## config.mk

```make
export PLATFORM = sky130hd
export DESIGN_NAME = sysarr_sparse_encoder
export DESIGN_NICKNAME = d
export VERILOG_FILES = /design/src/rtl/sysarr_sparse_encoder.sv
export SDC_FILE = /design/constraint.sdc
export NUM_CORES = 1
export LEC_CHECK = 0
export CAP_MARGIN = 20
export CORE_UTILIZATION = 38
export DETAILED_ROUTE_END_ITERATION = 8
export PLACE_DENSITY = 0.73
export SLEW_MARGIN = 5
export SYNTH_ARGS = -nofsm -noshare
export SYNTH_HDL_FRONTEND = slang
export SYNTH_SLANG_ARGS = --single-unit
```

## constraint.sdc

```tcl
create_clock -name clk -period 2 [get_ports clk]
set_clock_uncertainty 0.15 [all_clocks]
set_input_delay 0.5 -clock clk [delete_from_list [all_inputs] [get_ports clk]]
set_output_delay 0.5 -clock clk [all_outputs]
set_load 0.02 [all_outputs]
```

## src/rtl/sysarr_sparse_encoder.sv

```systemverilog
// Sparse encoder: scans a captured dense vector and streams its elements into a downstream FIFO.
// Define SYSARR_ENC_ZERO_SKIP_EN to skip zero elements; left undefined, every element is loaded (dense mode).
module sysarr_sparse_encoder #(
  parameter int N      = 4,
  parameter int DATA_W = 16,
  parameter int IND_W  = 2
) (
  input  logic                clk,
  input  logic                nRST,
  input  logic                in_valid,
  input  logic [N*DATA_W-1:0] in_vec,
  output logic                in_ready,
  input  logic                fifo_full,
  output logic                load,
  output logic [DATA_W-1:0]   load_vals,
  output logic [IND_W-1:0]    load_inds,
  output logic                done,
  output logic [IND_W:0]      nnz_count
);

  localparam logic [1:0] IDLE = 2'd0;
  localparam logic [1:0] SCAN = 2'd1;
  localparam logic [1:0] DONE = 2'd2;

  logic [1:0]          state_r;
  logic [1:0]          state_nxt_s;
  logic [IND_W-1:0]    ptr_r;
  logic [IND_W:0]      cnt_r;
  logic [IND_W:0]      cnt_nxt_s;
  logic [IND_W:0]      nnz_count_r;
  logic [N*DATA_W-1:0] vec_r;
  logic [DATA_W-1:0]   cur_s;
  logic                scan_s;
  logic                live_s;
  logic                load_s;
  logic                advance_s;
  logic                last_s;

  function automatic logic [DATA_W-1:0] elem_at(input logic [N*DATA_W-1:0] vec,
                                                input logic [IND_W-1:0] idx);
    elem_at = vec[int'(idx)*DATA_W +: DATA_W];
  endfunction

  assign cur_s  = elem_at(vec_r, ptr_r);
  // Outputs are gated by nRST so a reset cycle mid-scan can never emit a load or done.
  assign scan_s = (state_r == SCAN) && nRST;

`ifdef SYSARR_ENC_ZERO_SKIP_EN
  assign live_s = (cur_s != {DATA_W{1'b0}});
`else
  assign live_s = 1'b1;
`endif

  assign load_s    = scan_s && live_s && !fifo_full;
  assign advance_s = scan_s && (load_s || !live_s);
  assign last_s    = (ptr_r == IND_W'(N - 1));
  assign cnt_nxt_s = cnt_r + {{IND_W{1'b0}}, load_s};

  // Next-state selection for the IDLE/SCAN/DONE sequence.
  always_comb begin
    state_nxt_s = state_r;
    case (state_r)
      IDLE: begin
        if (in_valid) state_nxt_s = SCAN;
        else          state_nxt_s = IDLE;
      end
      SCAN: begin
        if (advance_s && last_s) state_nxt_s = DONE;
        else                     state_nxt_s = SCAN;
      end
      DONE:    state_nxt_s = IDLE;
      default: state_nxt_s = IDLE;
    endcase
  end

  // Output drive; value and index read as zero whenever no load is issued.
  always_comb begin
    load      = load_s;
    in_ready  = (state_r == IDLE) && nRST;
    done      = (state_r == DONE) && nRST;
    nnz_count = nnz_count_r;
    if (load_s) begin
      load_vals = cur_s;
      load_inds = ptr_r;
    end else begin
      load_vals = {DATA_W{1'b0}};
      load_inds = {IND_W{1'b0}};
    end
  end

  // State, pointer, counters and the captured vector.
  always_ff @(posedge clk) begin
    if (!nRST) begin
      state_r     <= IDLE;
      ptr_r       <= {IND_W{1'b0}};
      cnt_r       <= {(IND_W+1){1'b0}};
      nnz_count_r <= {(IND_W+1){1'b0}};
      vec_r       <= {(N*DATA_W){1'b0}};
    end else begin
      state_r <= state_nxt_s;
      case (state_r)
        IDLE: begin
          if (in_valid) begin
            vec_r <= in_vec;
            ptr_r <= {IND_W{1'b0}};
            cnt_r <= {(IND_W+1){1'b0}};
          end
        end
        SCAN: begin
          if (advance_s) begin
            cnt_r <= cnt_nxt_s;
            // The final element publishes the count in the same edge that enters DONE.
            if (last_s) nnz_count_r <= cnt_nxt_s;
            else        ptr_r       <= ptr_r + IND_W'(1);
          end
        end
        DONE:    ptr_r <= {IND_W{1'b0}};
        default: ptr_r <= {IND_W{1'b0}};
      endcase
    end
  end

endmodule

```

== Word-level counts from Yosys, hierarchy flattened ==
Index checks and enable logic that the tools add are counted.

* Bits in read-only memories: 0
* Bits of input ports: 68
* Bits in writable memories: 0
* Memories kept: 0
* Bits in latches: 0
* Flip-flop bits (word level): 74
* Output and inout bits: 24

* Magnitude comparators: 0
* Div/mod/pow operators: 0
* Eq/ne operators: 6
* Add/sub/neg operators: 2
* Reductions and logical operators: 13
* Shift-type cells: 1
* Mux-type cells: 12
* Multipliers: 0
* Bitwise operators: 0

{| class="wikitable"
|+ Operator list
! kind !! count
|-
| $shiftx 64x7->16 || 1
|-
| $mux 16 || 1
|-
| $mux 2 || 5
|-
| $reduce_and 3->1 || 3
|-
| $pmux 2 s2 || 2
|-
| $logic_and 1x1->1 || 6
|-
| $mux 3 || 2
|-
| $ne 2x2->1 const B || 3
|-
| $pmux 3 s2 || 1
|-
| $eq 2x2->1 const B || 2
|-
| $add 3x1->3 || 1
|-
| $add 2x1->2 const B || 1
|-
| $eq 2x1->1 const B || 1
|-
| $logic_not 2->1 || 1
|-
| $reduce_and 2->1 || 1
|-
| $reduce_bool 2->1 || 1
|-
| $logic_not 1->1 || 1
|-
| $mux 1 || 1
|}

== Logic depth before layout (Yosys ltp) ==
* Word-level depth: 7
* Mapped depth: 8
* Depth with buffers taken out: 6

== Worst setup path before layout ==
Ideal clock, no wire load.

* Path type: input port to flip-flop
* From: input port fifo_full
* To: register cnt_r[2]
* Slack: -32 ps
* Data arrival time: 1757 ps
* Required time: 1724 ps
* Cell stages on the path: 7
* Path buffers: 1
* Cell sequence: and4bb_2 -> buf_2 -> ha_1 -> ha_1 -> nor2b_1 -> mux2i_1 -> o21ai_0

* Word-level cells in the longest chain between the ends: 5
* Elaborated cells between the ends (all ways): 8
* Classes of those cells: 1 x add/sub; 1 x eq/ne; 2 x mux; 4 x reduce/logical

{| class="wikitable"
|+ RTL lines
! item !! RTL line !! source
|-
| start, declared || 13 || <nowiki>input logic fifo_full,</nowiki>
|-
| $logic_not 1->1 * || 54 || <nowiki>assign load_s = scan_s && live_s && !fifo_full;</nowiki>
|-
| $logic_and 1x1->1 * || 54 ||
|-
| named net load || 14 || <nowiki>output logic load,</nowiki>
|-
| $add 3x1->3 or $logic_and 1x1->1 (tied branches) || 57, 55 ||
|-
| $mux 3 or $ne 2x2->1 (tied branches) || n/a ||
|-
| $pmux 3 s2 or $reduce_and 3->1 (tied branches) || n/a ||
|-
| end signal, assigned || 96 || <nowiki>cnt_r <= {(IND_W+1){1'b0}};</nowiki>
|-
| end signal, assigned || 106 || <nowiki>cnt_r <= {(IND_W+1){1'b0}};</nowiki>
|-
| end signal, assigned || 111 || <nowiki>cnt_r <= cnt_nxt_s;</nowiki>
|-
| end, declared || 28 || <nowiki>logic [IND_W:0] cnt_r;</nowiki>
|}

Mark *: on every way through the listed nets, which the timed path passes. The rest lies on a longest branch. The select of a mux whose other input is x is not followed.
A chain may end at the register's enable or synchronous reset.

== Final worst setup path ==
* From: register ptr_r[0]
* To: output port load_vals[6]

* Word-level cells in the longest chain between the ends: 2

{| class="wikitable"
|+ RTL lines
! item !! RTL line !! source
|-
| start, declared || 27 || <nowiki>logic [IND_W-1:0] ptr_r;</nowiki>
|-
| start signal, assigned || 95 || <nowiki>ptr_r <= {IND_W{1'b0}};</nowiki>
|-
| start signal, assigned || 105 || <nowiki>ptr_r <= {IND_W{1'b0}};</nowiki>
|-
| start signal, assigned || 114 || <nowiki>else ptr_r <= ptr_r + IND_W'(1);</nowiki>
|-
| $shiftx 64x7->16 || 41 || <nowiki>elem_at = vec[int'(idx)*DATA_W +: DATA_W];</nowiki>
|-
| $mux 16 || 82 || <nowiki>if (load_s) begin</nowiki>
|-
| end, declared || 15 || <nowiki>output logic [DATA_W-1:0] load_vals,</nowiki>
|}

Every way passes these cells.

==> metrics.txt <==
status complete, but fails checks; failing checks negative setup slack; Global Route met3 Usage 0.04964; clock tree buffer depth 2; met1 GRT Util 0.2119; IO Count 92; DR WL/cell 13.57 µm; Net Count, Synth approximately 440; crit-path max cell delay between 500 and 600 ps; drt total wl between 7 and 8 mm; Root Driver clkbuf_8; synth unique cells 34; largest net degree at the start of global routing between 70 and 80; total gr overflow 0; placed cells between 500 and 600; Post-synth EDFFs 0; Util after Layout 0.5425; gr usage total 0.1687; maximum VDD drop between 0.4 and 0.5 mV; CTS sink count 74; Core Area approximately 0.009 mm²; Top FF cell, synth dfxtp_1; commonest non-fill, non-tap cell in the layout nand2_1; H-Tree Depth 3; Max Freq 436.2 MHz; setup ws final -292.3 ps; drt pass-1 iters 4; critical path data required time between 1000 and 1500 ps; max cap viols 0; CTS tree done; first-pass GRT wire length 12.93 mm; DP HPWL roughly 5.4 mm; Leakage about 1.8 nW; Worst Tran Pin Value roughly 600 ps; Starting DRT DRC Count between 100 and 150; post-synthesis cell count 373; vias in the first global route around 2800; cts bufs inserted 9; initial antenna violation count 0; cell taking the most area after synthesis dfxtp_1; area growth from synthesis to layout 37.78%; Vias 2871; Post-Synthesis Mean Instance Area 9.252 µm²; top post-synthesis cells by area dfxtp_1 (43%), nand2_1 (15%), a21boi_1 (12%); Final ANT Viol Nets 0; Initial Util 0.3938; mapped cell area 0.003451 mm²; die height between 90 and 100 µm; share of layout cells above drive strength 1 0.2161; Final nets 540; unrepaired setup endpoints after global routing yes; met2 usage 0.2849; row count 34; Final min period 2292 ps; latest clock arrival within the worst-skew pair around 330 ps; CP max-delay cell mux4_2; worst hold margin between 300 and 400 ps; post-route insts no fill between 500 and 600; pre-CTS setup slack -816.5 ps; Die ar. approximately 0.0095 mm²; CP Capture Type output pin; Chip Width 97.30 µm; top cell type's share of synthesized area 0.4293; Worst slew margin 0.6030; sequential fraction of the synthesis area 0.4293; GR peak layer met2; vias per cell roughly 5; fin. max-slew vios 0; worst-path cell chain buf_12, mux4_2, and2_4, buf_6; Setup CP Type reg2out; total negative slack -4234 ps; setup violators final 18; DRC Markers 0; CP max FO 8; final hold vios 0; diode count 0; Final GP Congestion around 0.73; CP startpoint kind flop; post-synthesis register bit count 74; Hold Crit Class reg2reg; Tcrit/Tclk final 1.146; Worst Path Arrival about 1600 ps; clock transition at the registers of the reported paths roughly 70 ps; yosys warns 0; Cell Pwr Density 685.3 mW/mm²; asr flop ratio synth 0; count of input and output buffers between 90 and 100; commonest cells after routing, fill and taps aside nand2_1 (137), dfxtp_1 (72), clkdlybuf4s50_1 (68)
-- cells in the mapped netlist, drive strengths merged (3+ instances only) --
master,instances
nand2,138
dfxtp,74
a21boi,64
buf,20
and2,19
mux4,16
clkbuf,9
o21ai,5
nor2,4
ha,3
nand3,3
-- repair_timing --
item / in CTS / in global routing
resized for setup: 147 / 22
setup endpoints to repair: 25 / 22
hold buffers: 0 / 0
pin swaps: 13 / 4
buffers inserted: 1 / 1
gates cloned: 0 / 1
-- final timing paths --
| path | cells after the start | to | start | slack [ps] |
|---|---|---|---|---|
| setup / recovery | 4 | load_vals[6] | ptr_r[0] | -290 |
| setup reg to reg | 8 | cnt_r[2] | state_r[1] | 20 |
| hold / removal | 2 | vec_r[47] | vec_r[47] | 300 |
| hold reg to reg | 2 | vec_r[47] | vec_r[47] | 300 |
-- sequential cells by signal, indices dropped and copies added, names as in the netlist --
| signal | flops |
|---|---|
| vec_r | 64 |
| ptr_r | 2 |
| cnt_r | 3 |
| state_r | 2 |
| nnz_count | 3 |
-- metal layers --
metal	vias up	share of wire
li1	1434	-
met1	1358	0.45
met2	69	0.49
met3	10	0.052
met4	0	0.011
met5	-	0
-- worst max-delay path: cells and delay by family (launching register included) --
family	cells	cell delay (ps)
mux	1	510
flops	1	380
simple gates	1	150
buf+inv	2	260
-- kinds of logic (layout without fill, tap and decap cells) --
kind of cell / count (synthesis) / in the layout / share of synthesized area
flops: 74 / 74 / 0.4293
compound gates: 75 / 75 / 0.1588
mux: 18 / 18 / 0.1226
buf+inv: 30 / 129 / 0.06200
fa+ha+maj: 3 / 3 / 0.01088
simple gates: 172 / 172 / 0.2139
xor+xnor: 1 / 1 / 0.002539
-- final cells by class --
type | instances | area (µm²)
fill | 839 | 4009
multi-input combinational | 269 | 1773
sequential | 74 | 1489
timing repair buffer | 114 | 1149
tap | 108 | 135.1
clock buffer | 9 | 123.9
clock inverter | 5 | 81.33
inverter | 1 | 3.754
-- per-stage QoR --
stage	total power, mW	cell area, µm²
2_1_floorplan	1.864	3456
3_3_place_gp	2.052	4473
3_5_place_dp	2.065	4473
4_1_cts	3.301	4712
5_1_grt	3.412	4755
6_report	3.258	4755
-- power breakdown --
| group | total (mW) | internal, mW | switching [mW] | leakage [nW] |
|---|---|---|---|---|
| logic | 0.461 | 0.272 | 0.189 | 1.14 |
| clock network | 1.21 | 0.688 | 0.523 | 0.101 |
| registers | 1.59 | 1.55 | 0.0387 | 0.608 |
No activity file was read; power rests on OpenSTA's default activity.
